<file path="config.mk">
export PLATFORM = sky130hd
export DESIGN_NAME = fetch_unit_flat
export DESIGN_NICKNAME = d
export VERILOG_FILES = /design/src/rtl/fetch_unit_pkg.sv /design/src/rtl/fetch_unit_if.sv /design/src/rtl/fetch_unit.sv /design/src/flat_wrapper.sv
export SDC_FILE = /design/constraint.sdc
export NUM_CORES = 1
export LEC_CHECK = 0
export BUFFER_PORTS_ARGS = -buffer_cell sky130_fd_sc_hd__buf_4
export CAP_MARGIN = 0
export CORE_MARGIN = 4
export CORE_UTILIZATION = 33
export CTS_CLUSTER_DIAMETER = 120
export DETAILED_ROUTE_END_ITERATION = 10
export GPL_ROUTABILITY_DRIVEN = 0
export SYNTH_ARGS = -nofsm -noshare
export SYNTH_HDL_FRONTEND = slang
export SYNTH_SLANG_ARGS = --single-unit
</file>
<file path="constraint.sdc">
create_clock -name clk -period 2.35 [get_ports clk]
set_clock_uncertainty 0.2 [all_clocks]
set_input_delay 0.3525 -clock clk [delete_from_list [all_inputs] [get_ports clk]]
set_output_delay 0.3525 -clock clk [all_outputs]
set_load 0.005 [all_outputs]
</file>
<file path="src/rtl/fetch_unit_pkg.sv">
// Shared types and constants for the instruction fetch stage.
// Used by the fetch unit and by anything that consumes its outputs.
package rv_fetch_pkg;

   typedef enum logic {
      BOOT = 1'b0,
      RUN  = 1'b1
   } fetch_state_t;

   localparam logic [31:0] FETCH_BUBBLE     = 32'h0000_0000;
   localparam logic [31:0] DEFAULT_RESET_PC = 32'h0000_0000;

endpackage

</file>
<file path="src/rtl/fetch_unit_if.sv">
// Signals between the fetch unit, its synchronous instruction memory,
// the downstream compressed buffer and the execute-stage redirect source.
interface fetch_unit_if #(
   parameter int ADDR_W = 12
);
   logic              stall_in;
   logic              redirect;
   logic [31:0]       redirect_pc;
   logic [ADDR_W-1:0] imem_addr;
   logic [31:0]       imem_rdata;
   logic [31:0]       fetch_inst;
   logic [31:0]       fetch_pc;
   logic              fetch_valid;
   logic              fetch_hi_only;
   logic              flush_out;

   modport master (
      input  stall_in, redirect, redirect_pc, imem_rdata,
      output imem_addr, fetch_inst, fetch_pc, fetch_valid, fetch_hi_only, flush_out
   );

   modport slave (
      output stall_in, redirect, redirect_pc, imem_rdata,
      input  imem_addr, fetch_inst, fetch_pc, fetch_valid, fetch_hi_only, flush_out
   );
endinterface

</file>
<file path="src/rtl/fetch_unit.sv">
// Word-aligned fetch stage: owns the PC, addresses a synchronous imem and
// presents one word per cycle, replaying on stall and honouring redirects.
module fetch_unit
   import rv_fetch_pkg::*;
#(
   parameter int          ADDR_W   = 12,
   parameter logic [31:0] RESET_PC = DEFAULT_RESET_PC
) (
   input  logic          clk,
   input  logic          rst,
   fetch_unit_if.master  bus
);

   fetch_state_t      state_q, state_d;
   logic [31:0]       pc_q, pc_d;
   logic              valid_q, valid_d;
   logic              hi_q, hi_d;
   logic [ADDR_W-1:0] pc_word;
   logic [ADDR_W-1:0] imem_addr_d;
   logic              unused_bit;

   assign pc_word    = pc_q[ADDR_W+1:2];
   assign unused_bit = bus.redirect_pc[0];

   always_ff @(posedge clk or posedge rst) begin
      if (rst) begin
         state_q <= BOOT;
         pc_q    <= RESET_PC;
         valid_q <= 1'b0;
         hi_q    <= 1'b0;
      end else begin
         state_q <= state_d;
         pc_q    <= pc_d;
         valid_q <= valid_d;
         hi_q    <= hi_d;
      end
   end

   // The address issued this cycle is the word that will be shown next
   // cycle, so it follows the same priority as the PC update.
   always_comb begin
      state_d     = state_q;
      pc_d        = pc_q;
      valid_d     = valid_q;
      hi_d        = hi_q;
      imem_addr_d = pc_word + {{(ADDR_W-1){1'b0}}, 1'b1};
      if (state_q == BOOT) begin
         state_d = RUN;
         pc_d    = RESET_PC;
         valid_d = 1'b1;
         hi_d    = 1'b0;
      end else if (bus.redirect) begin
         pc_d    = {bus.redirect_pc[31:2], 2'b00};
         valid_d = 1'b1;
         hi_d    = bus.redirect_pc[1];
      end else if (bus.stall_in && valid_q) begin
         imem_addr_d = pc_word;
      end else begin
         pc_d = pc_q + 32'd4;
         hi_d = 1'b0;
      end
      if (rst || state_q == BOOT) begin
         imem_addr_d = RESET_PC[ADDR_W+1:2];
      end else if (bus.redirect) begin
         imem_addr_d = bus.redirect_pc[ADDR_W+1:2];
      end
   end

   assign bus.imem_addr     = imem_addr_d;
   assign bus.fetch_inst    = valid_q ? bus.imem_rdata : FETCH_BUBBLE;
   assign bus.fetch_pc      = pc_q;
   assign bus.fetch_valid   = valid_q;
   assign bus.fetch_hi_only = hi_q & valid_q;
   assign bus.flush_out     = bus.redirect;

endmodule

</file>
<file path="src/flat_wrapper.sv">
// flat-port wrapper written by rule: the top's interface ports become plain ports
module fetch_unit_flat import rv_fetch_pkg::*;
#(
   parameter int          ADDR_W   = 12,
   parameter logic [31:0] RESET_PC = DEFAULT_RESET_PC
)
  (clk, rst, bus_stall_in, bus_redirect, bus_redirect_pc, bus_imem_rdata, bus_imem_addr, bus_fetch_inst, bus_fetch_pc, bus_fetch_valid, bus_fetch_hi_only, bus_flush_out);
  fetch_unit_if #(.ADDR_W(ADDR_W)) bus_i ();
  input  logic clk;
  input  logic rst;
  input wire logic [$bits(bus_i.stall_in)-1:0] bus_stall_in;
  input wire logic [$bits(bus_i.redirect)-1:0] bus_redirect;
  input wire logic [$bits(bus_i.redirect_pc)-1:0] bus_redirect_pc;
  input wire logic [$bits(bus_i.imem_rdata)-1:0] bus_imem_rdata;
  output wire logic [$bits(bus_i.imem_addr)-1:0] bus_imem_addr;
  output wire logic [$bits(bus_i.fetch_inst)-1:0] bus_fetch_inst;
  output wire logic [$bits(bus_i.fetch_pc)-1:0] bus_fetch_pc;
  output wire logic [$bits(bus_i.fetch_valid)-1:0] bus_fetch_valid;
  output wire logic [$bits(bus_i.fetch_hi_only)-1:0] bus_fetch_hi_only;
  output wire logic [$bits(bus_i.flush_out)-1:0] bus_flush_out;
  assign bus_i.stall_in = bus_stall_in;
  assign bus_i.redirect = bus_redirect;
  assign bus_i.redirect_pc = bus_redirect_pc;
  assign bus_i.imem_rdata = bus_imem_rdata;
  assign bus_imem_addr = bus_i.imem_addr;
  assign bus_fetch_inst = bus_i.fetch_inst;
  assign bus_fetch_pc = bus_i.fetch_pc;
  assign bus_fetch_valid = bus_i.fetch_valid;
  assign bus_fetch_hi_only = bus_i.fetch_hi_only;
  assign bus_flush_out = bus_i.flush_out;
  fetch_unit #(.ADDR_W(ADDR_W), .RESET_PC(RESET_PC)) u_core (.clk(clk), .rst(rst), .bus(bus_i));
endmodule
</file>
== Yosys cells after proc, flatten, opt, wreduce, memory -nomap -nowiden ==
Index checks and enable logic that the tools add are counted.

* Flip-flop bits (word level): 35
* Input bits: 68
* Output and inout bits: 79
* Word-level logic and storage cells: 25

* Add/sub/neg operators: 2
* Equality and inequality tests: 2
* Muxes and demuxes: 13
* Bitwise gates (word level): 2
* Reduce and logical (&&, ||, !) cells: 2

{| class="wikitable"
|+ Operator list
! kind !! number
|-
| $mux 32 || 4
|-
| $mux 12 || 4
|-
| $add 32x3->32 const B || 1
|-
| $add 12x1->12 const B || 1
|-
| $mux 1 || 5
|-
| $ne 3x3->1 const B || 1
|-
| $ne 2x2->1 const B || 1
|-
| $and 1x1->1 || 1
|-
| $logic_and 1x1->1 || 1
|-
| $logic_or 1x1->1 || 1
|-
| $not 1->1 || 1
|}

== Depth between registers and ports, before layout ==
* Depth after elaboration: 5
* Depth in mapped cells: 6
* Depth with buffers taken out: 5

== Worst setup path before layout ==
No wires, ideal clock.

* Kind: register to register
* Start: register u_core.pc_q[9], in the netlist u_core.bus.fetch_pc[9]
* End: register u_core.pc_q[20], in the netlist u_core.bus.fetch_pc[20]
* Setup time: 0.082 ns
* Data arrival time: 1.758 ns
* Data required time: 2.068 ns
* Slack: 0.310 ns
* Stages on the path, launching flop included: 6
* Buffers on the path: 1
* Period minus slack after synthesis: 2.040 ns
* Cells stage by stage: dfrtp_1 -> clkbuf_2 -> nand4_4 -> or4_4 -> or4_1 -> a31oi_1

* Longest elaborated chain between the ends: 4

{| class="wikitable"
|+ RTL lines
! element !! line !! source
|-
| from (decl) || fetch_unit.sv:15 || <nowiki>logic [31:0] pc_q, pc_d;</nowiki>
|-
| from (signal assigned) || fetch_unit.sv:33 || <nowiki>pc_q <= pc_d;</nowiki>
|-
| $add 32x3->32 || fetch_unit.sv:59 || <nowiki>pc_d = pc_q + 32'd4;</nowiki>
|-
| $mux 32 || fetch_unit.sv:56 || <nowiki>end else if (bus.stall_in && valid_q) begin</nowiki>
|-
| $mux 32 || fetch_unit.sv:52 || <nowiki>end else if (bus.redirect) begin</nowiki>
|-
| $mux 32 || fetch_unit.sv:47 || <nowiki>if (state_q == BOOT) begin</nowiki>
|}

Every way passes these cells. The select of a mux whose other input is x is not followed.
A chain may end at the register's enable or synchronous reset.

== Worst setup path in the final report ==
* Start: register u_core.pc_q[2], in the netlist u_core.bus.fetch_pc[2]
* End: output bus_imem_addr[11]

* Longest elaborated chain between the ends: 5

{| class="wikitable"
|+ RTL lines
! element !! line !! source
|-
| $add 12x1->12 (*) || fetch_unit.sv:46 || <nowiki>imem_addr_d = pc_word + {{(ADDR_W-1){1'b0}}, 1'b1};</nowiki>
|-
| $mux 12 || fetch_unit.sv:56 ||
|-
| $mux 12 (*) || fetch_unit.sv:47 ||
|-
| $mux 12 (*) || fetch_unit.sv:64 || <nowiki>end else if (bus.redirect) begin</nowiki>
|-
| $mux 12 (*) || fetch_unit.sv:62 || <nowiki>if (rst || state_q == BOOT) begin</nowiki>
|-
| to (decl) || flat_wrapper.sv:15 || <nowiki>output wire logic [$bits(bus_i.imem_addr)-1:0] bus_imem_addr;</nowiki>
|}

Mark *: on every way between the ends. The rest lies on a longest branch, timed or not.

==> impl_results.md <==
* Final setup fails at 0
* Vias at approximately 3,100
* Mux contribution to synthesized area at 0%
* Multi-input combinational cell area at about 0.0018 sq mm
* Fillers at just under 800
* Placed Instances at 584
* Die area at ~0.0095 sq mm
* Row cnt at 32
* Design Area, Final at approximately 0.0042 sq mm
* Nets at approximately 570
* RR Endpoint: u_core.bus.fetch_pc[21]
* Worst flop-to-flop path startpoint: u_core.bus.fetch_pc[12]
* Finished Core Util at 53.6%
* Slowest cell delay on critical path at approximately 420 ps
* IO buf count at between 100 and 150
* Worst Path Max Fanout at 6
* Cells along the critical path: buf_6, nand4_1, buf_4, nor4_4, xnor2_1, a21oi_2, buf_4
* Worst Setup Start Kind: flip-flop
* Synth unique cells at between 40 and 50
* Hold endpoint: u_core.bus.fetch_pc[26]
* Yosys synthesis warning count at 0
* Setup slack, reg-to-reg at roughly 210 ps
* Post-synthesis simple-gate area fraction at 38.0%
* CP Class: flip-flop to output port
* DRC errors left at 0
* Vias in the first global route at around 3,100
* Vias/cell at ~5.2
* Max-cap violations at 0
* Finished Layout Cells at 600
* Fin. Hold Viols at 0
* Xor/xnor cell area share of the yosys netlist at around 6.9%
* Reg clk slew, reported paths at approximately 70 ps
* Worst endpoint required time at about 1800 ps
* # H-tree levels at 2
* Tot Pwr at around 1.6 mW
* Fin crit share at 97.1%
* Unrepaired setup endpoints after global routing: true
* WL final at between 9000 and 10,000 um
* Critical Path AT at approximately 1700 ps
* Num Clock Sinks at 33
* WHS Path Cells at 2
* FF+latch area at ~830 sq um
* Core area at 0.00777 sq mm
* Share of the synthesized area in the top cell type at a little under a third
* Pwr per Cell Area at between 300 and 400 mW/mm^2
* Most frequent CP cell: buf_4
* Minimum clock period at roughly 2300 ps
* Synth Area in Compound Gates at 17.4%
* First-pass GRT wire length at ~16,000 um
* Ys flop type: dfrtp_1
* HP Class: input port to flip-flop
* Async set-reset flop share out of synthesis at between 90% and 100%
* Chip height at around 100 um
* GRT busiest layer: met2
* WL per Instance at about 16 um
* Max Freq at between 0.4 and 0.5 GHz
* Iter 0 DRT Violations at approximately 160
* Slew Viols, Final at 0
* Largest net degree at the start of global routing at 36
* Clock buffer depth at 2
* I/O Pins at around 150
* Synth Instances at ~340
* Starting Density at ~34%
* Critical-path top delay cell: dfrtp_1
* Min Hold Slack at about 120 ps
* Dpl cell area at a little under 0.004 sq mm
* Post-synth EDFFs at 0
* Routed Antenna Nets at 0
* GR met3 Demand/Resource at 4.67%
* Leading post-synthesis cells by cell area: dfrtp_1 31%, and2_1 8.5%, xnor2_1 5.9%, nand2_1 5.1%, o21ai_0 4.3%
* Synth Area in Adders at less than 1%
* Setup TNS Final at 0 ps
* First-pass iteration count of the detailed router at 4
* Nature of the critical path endpoint: output port
* Total track usage at around a fifth
* Met2 Usage GRT at 33.4%
* Met1 Use GR at between 20% and 30%
* Synth area leader: dfrtp_1
* Dpl hpwl at ~7200 um
* Reg2Reg Depth at 4
* CP top delay family: buffers and inverters
* Die Span X at a little under 100 um
* Hold path startpoint: bus_redirect_pc[26]
* PnR worst setup slack at around 68 ps
* Root buffer selected by CTS: clkbuf_8
* Grt total ovfl at 0
* Avg Cell Area, Syn at between 7 and 8 sq um
* Area grow syn2layout at 56.8%
* Status: finished clean
* Flops & latches, synth at 33
* Buf+Inv Stages, Crit Path at 3
* Leakage Power at between 1.5 and 2 nW
* Clock Latency Late Sink at 290 ps
* Fraction of layout cells with a size suffix above 1 at around 41%
* CTS tree: built
* Num CTS Buffers at 5
* Pre-CTS WS at a little over 200 ps
* Largest family of logic cells by synthesized area: simple AND/OR/NAND/NOR gates
* VDD IR max at about 0.16 mV
* Synthesized cell area at between 0.002 and 0.003 sq mm
* Post-synthesis sequential area ratio at just over 30%
* # diodes at 0
* Initial antenna violation count at 0
[worst max path at each step]
stage,depth (start not counted),to,from,slack (ps)
final,7,bus_imem_addr[11],u_core.bus.fetch_pc[2],70
after global routing,7,bus_imem_addr[11],u_core.bus.fetch_pc[3],-30
after CTS,7,bus_imem_addr[1],rst,9
after detailed placement,4,u_core.bus.fetch_pc[21],u_core.bus.fetch_pc[12],210
after global placement,4,u_core.bus.fetch_pc[21],u_core.bus.fetch_pc[12],220
after floorplan,5,u_core.bus.fetch_pc[20],u_core.bus.fetch_pc[9],310
[Yosys cell counts (2+ instances only)]
cell type and instances:
a211oi_1 6, a21oi_1 22, a311oi_1 5, a31oi_1 8
a41o_1 2, and2_1 36, and3_1 6, and4_1 5
buf_2 4, buf_4 3, clkbuf_1 22, clkbuf_2 2
conb_1 2, dfrtp_1 33, inv_1 5, nand2_1 36
nand2b_1 12, nand3_1 10, nand4_1 13, nor2_1 10
nor2b_1 7, nor3_1 11, nor3b_1 2, nor4_1 14
o211a_1 2, o21ai_0 23, o31ai_1 4, or3_1 2
or4_1 4, xnor2_1 18, xor2_1 3
[kinds of logic after synthesis]
group | count (synthesis)
buf+inv | 36
simple gates | 176
fa+ha+maj | 1
other cells | 2
flops | 33
xor+xnor | 21
compound gates | 75
[worst reg2reg max path: stages, from the launching register on]
cell and delay [ps]:
dfrtp_2 430, nand4_4 220, or4_4 620, or4_1 430, a31oi_1 170
[where the power goes]
part	total, mW	switching (mW)	internal [mW]
Clock	0.489	0.224	0.265
Sequential	0.658	0.0524	0.606
Combinational	0.471	0.201	0.271
Total	1.62	0.477	1.14
[placed cells by master, fill, tap and decap left out, types with 2 or more instances in the layout]
| master | Yosys | layout |
|---|---|---|
| buf_4 | 3 | 171 |
| and2_1 | 36 | 36 |
| nand2_1 | 36 | 35 |
| dfrtp_1 | 33 | 30 |
| o21ai_0 | 23 | 22 |
| a21oi_1 | 22 | 21 |
| xnor2_1 | 18 | 18 |
| nand4_1 | 13 | 13 |
| nand2b_1 | 12 | 12 |
| nor4_1 | 14 | 11 |
| nor3_1 | 11 | 10 |
| nor2_1 | 10 | 10 |
| nand3_1 | 10 | 9 |
| a31oi_1 | 8 | 8 |
| clkbuf_8 | 0 | 7 |
| nor2b_1 | 7 | 6 |
| a211oi_1 | 6 | 6 |
| inv_1 | 5 | 5 |
| and3_1 | 6 | 5 |
| a311oi_1 | 5 | 5 |
| and4_1 | 5 | 4 |
| or4_1 | 4 | 4 |
| o31ai_1 | 4 | 4 |
| xor2_1 | 3 | 3 |
| conb_1 | 2 | 3 |
| buf_6 | 0 | 3 |
| dfrtp_2 | 0 | 3 |
| o211a_1 | 2 | 2 |
| nor3b_1 | 2 | 2 |
| a41o_1 | 2 | 2 |
| nor4_4 | 0 | 2 |
| or3_1 | 2 | 2 |
[timing repair]
item                                    4_1_cts  5_1_grt
cloned                                        0        1
endpoints found under the hold margin        33        0
setup buffers                                 3        3
hold buffers                                  1        0
pin swaps                                     0        4
endpoints found under the setup margin        5        9
gates resized for setup                       5       18
[flip-flops by register name, summed over array words and instances, names as in the netlist]
name	count
u_core.bus.fetch_pc	30
u_core.bus.fetch_valid	1
u_core.hi_q	1
u_core.state_q	1
[final cells by class]
type	instances	share of cell area, %
clock inverters	1	0.120
inverters	5	0.451
flip-flops and latches	33	19.9
repair buffers	176	32.0
clock buffers	7	2.32
multi-input cells	276	42.1
well taps	102	3.07
[layer usage]
metal | part of all wire, % | up-vias | wire, um
met5 | 0 | - | 0
met2 | 49 | 103 | 4700
met4 | 0.98 | 0 | 93
met3 | 7.0 | 10 | 663
li1 | - | 1524 | -
met1 | 43 | 1509 | 4080
No activity file was read; power rests on OpenSTA's default activity.
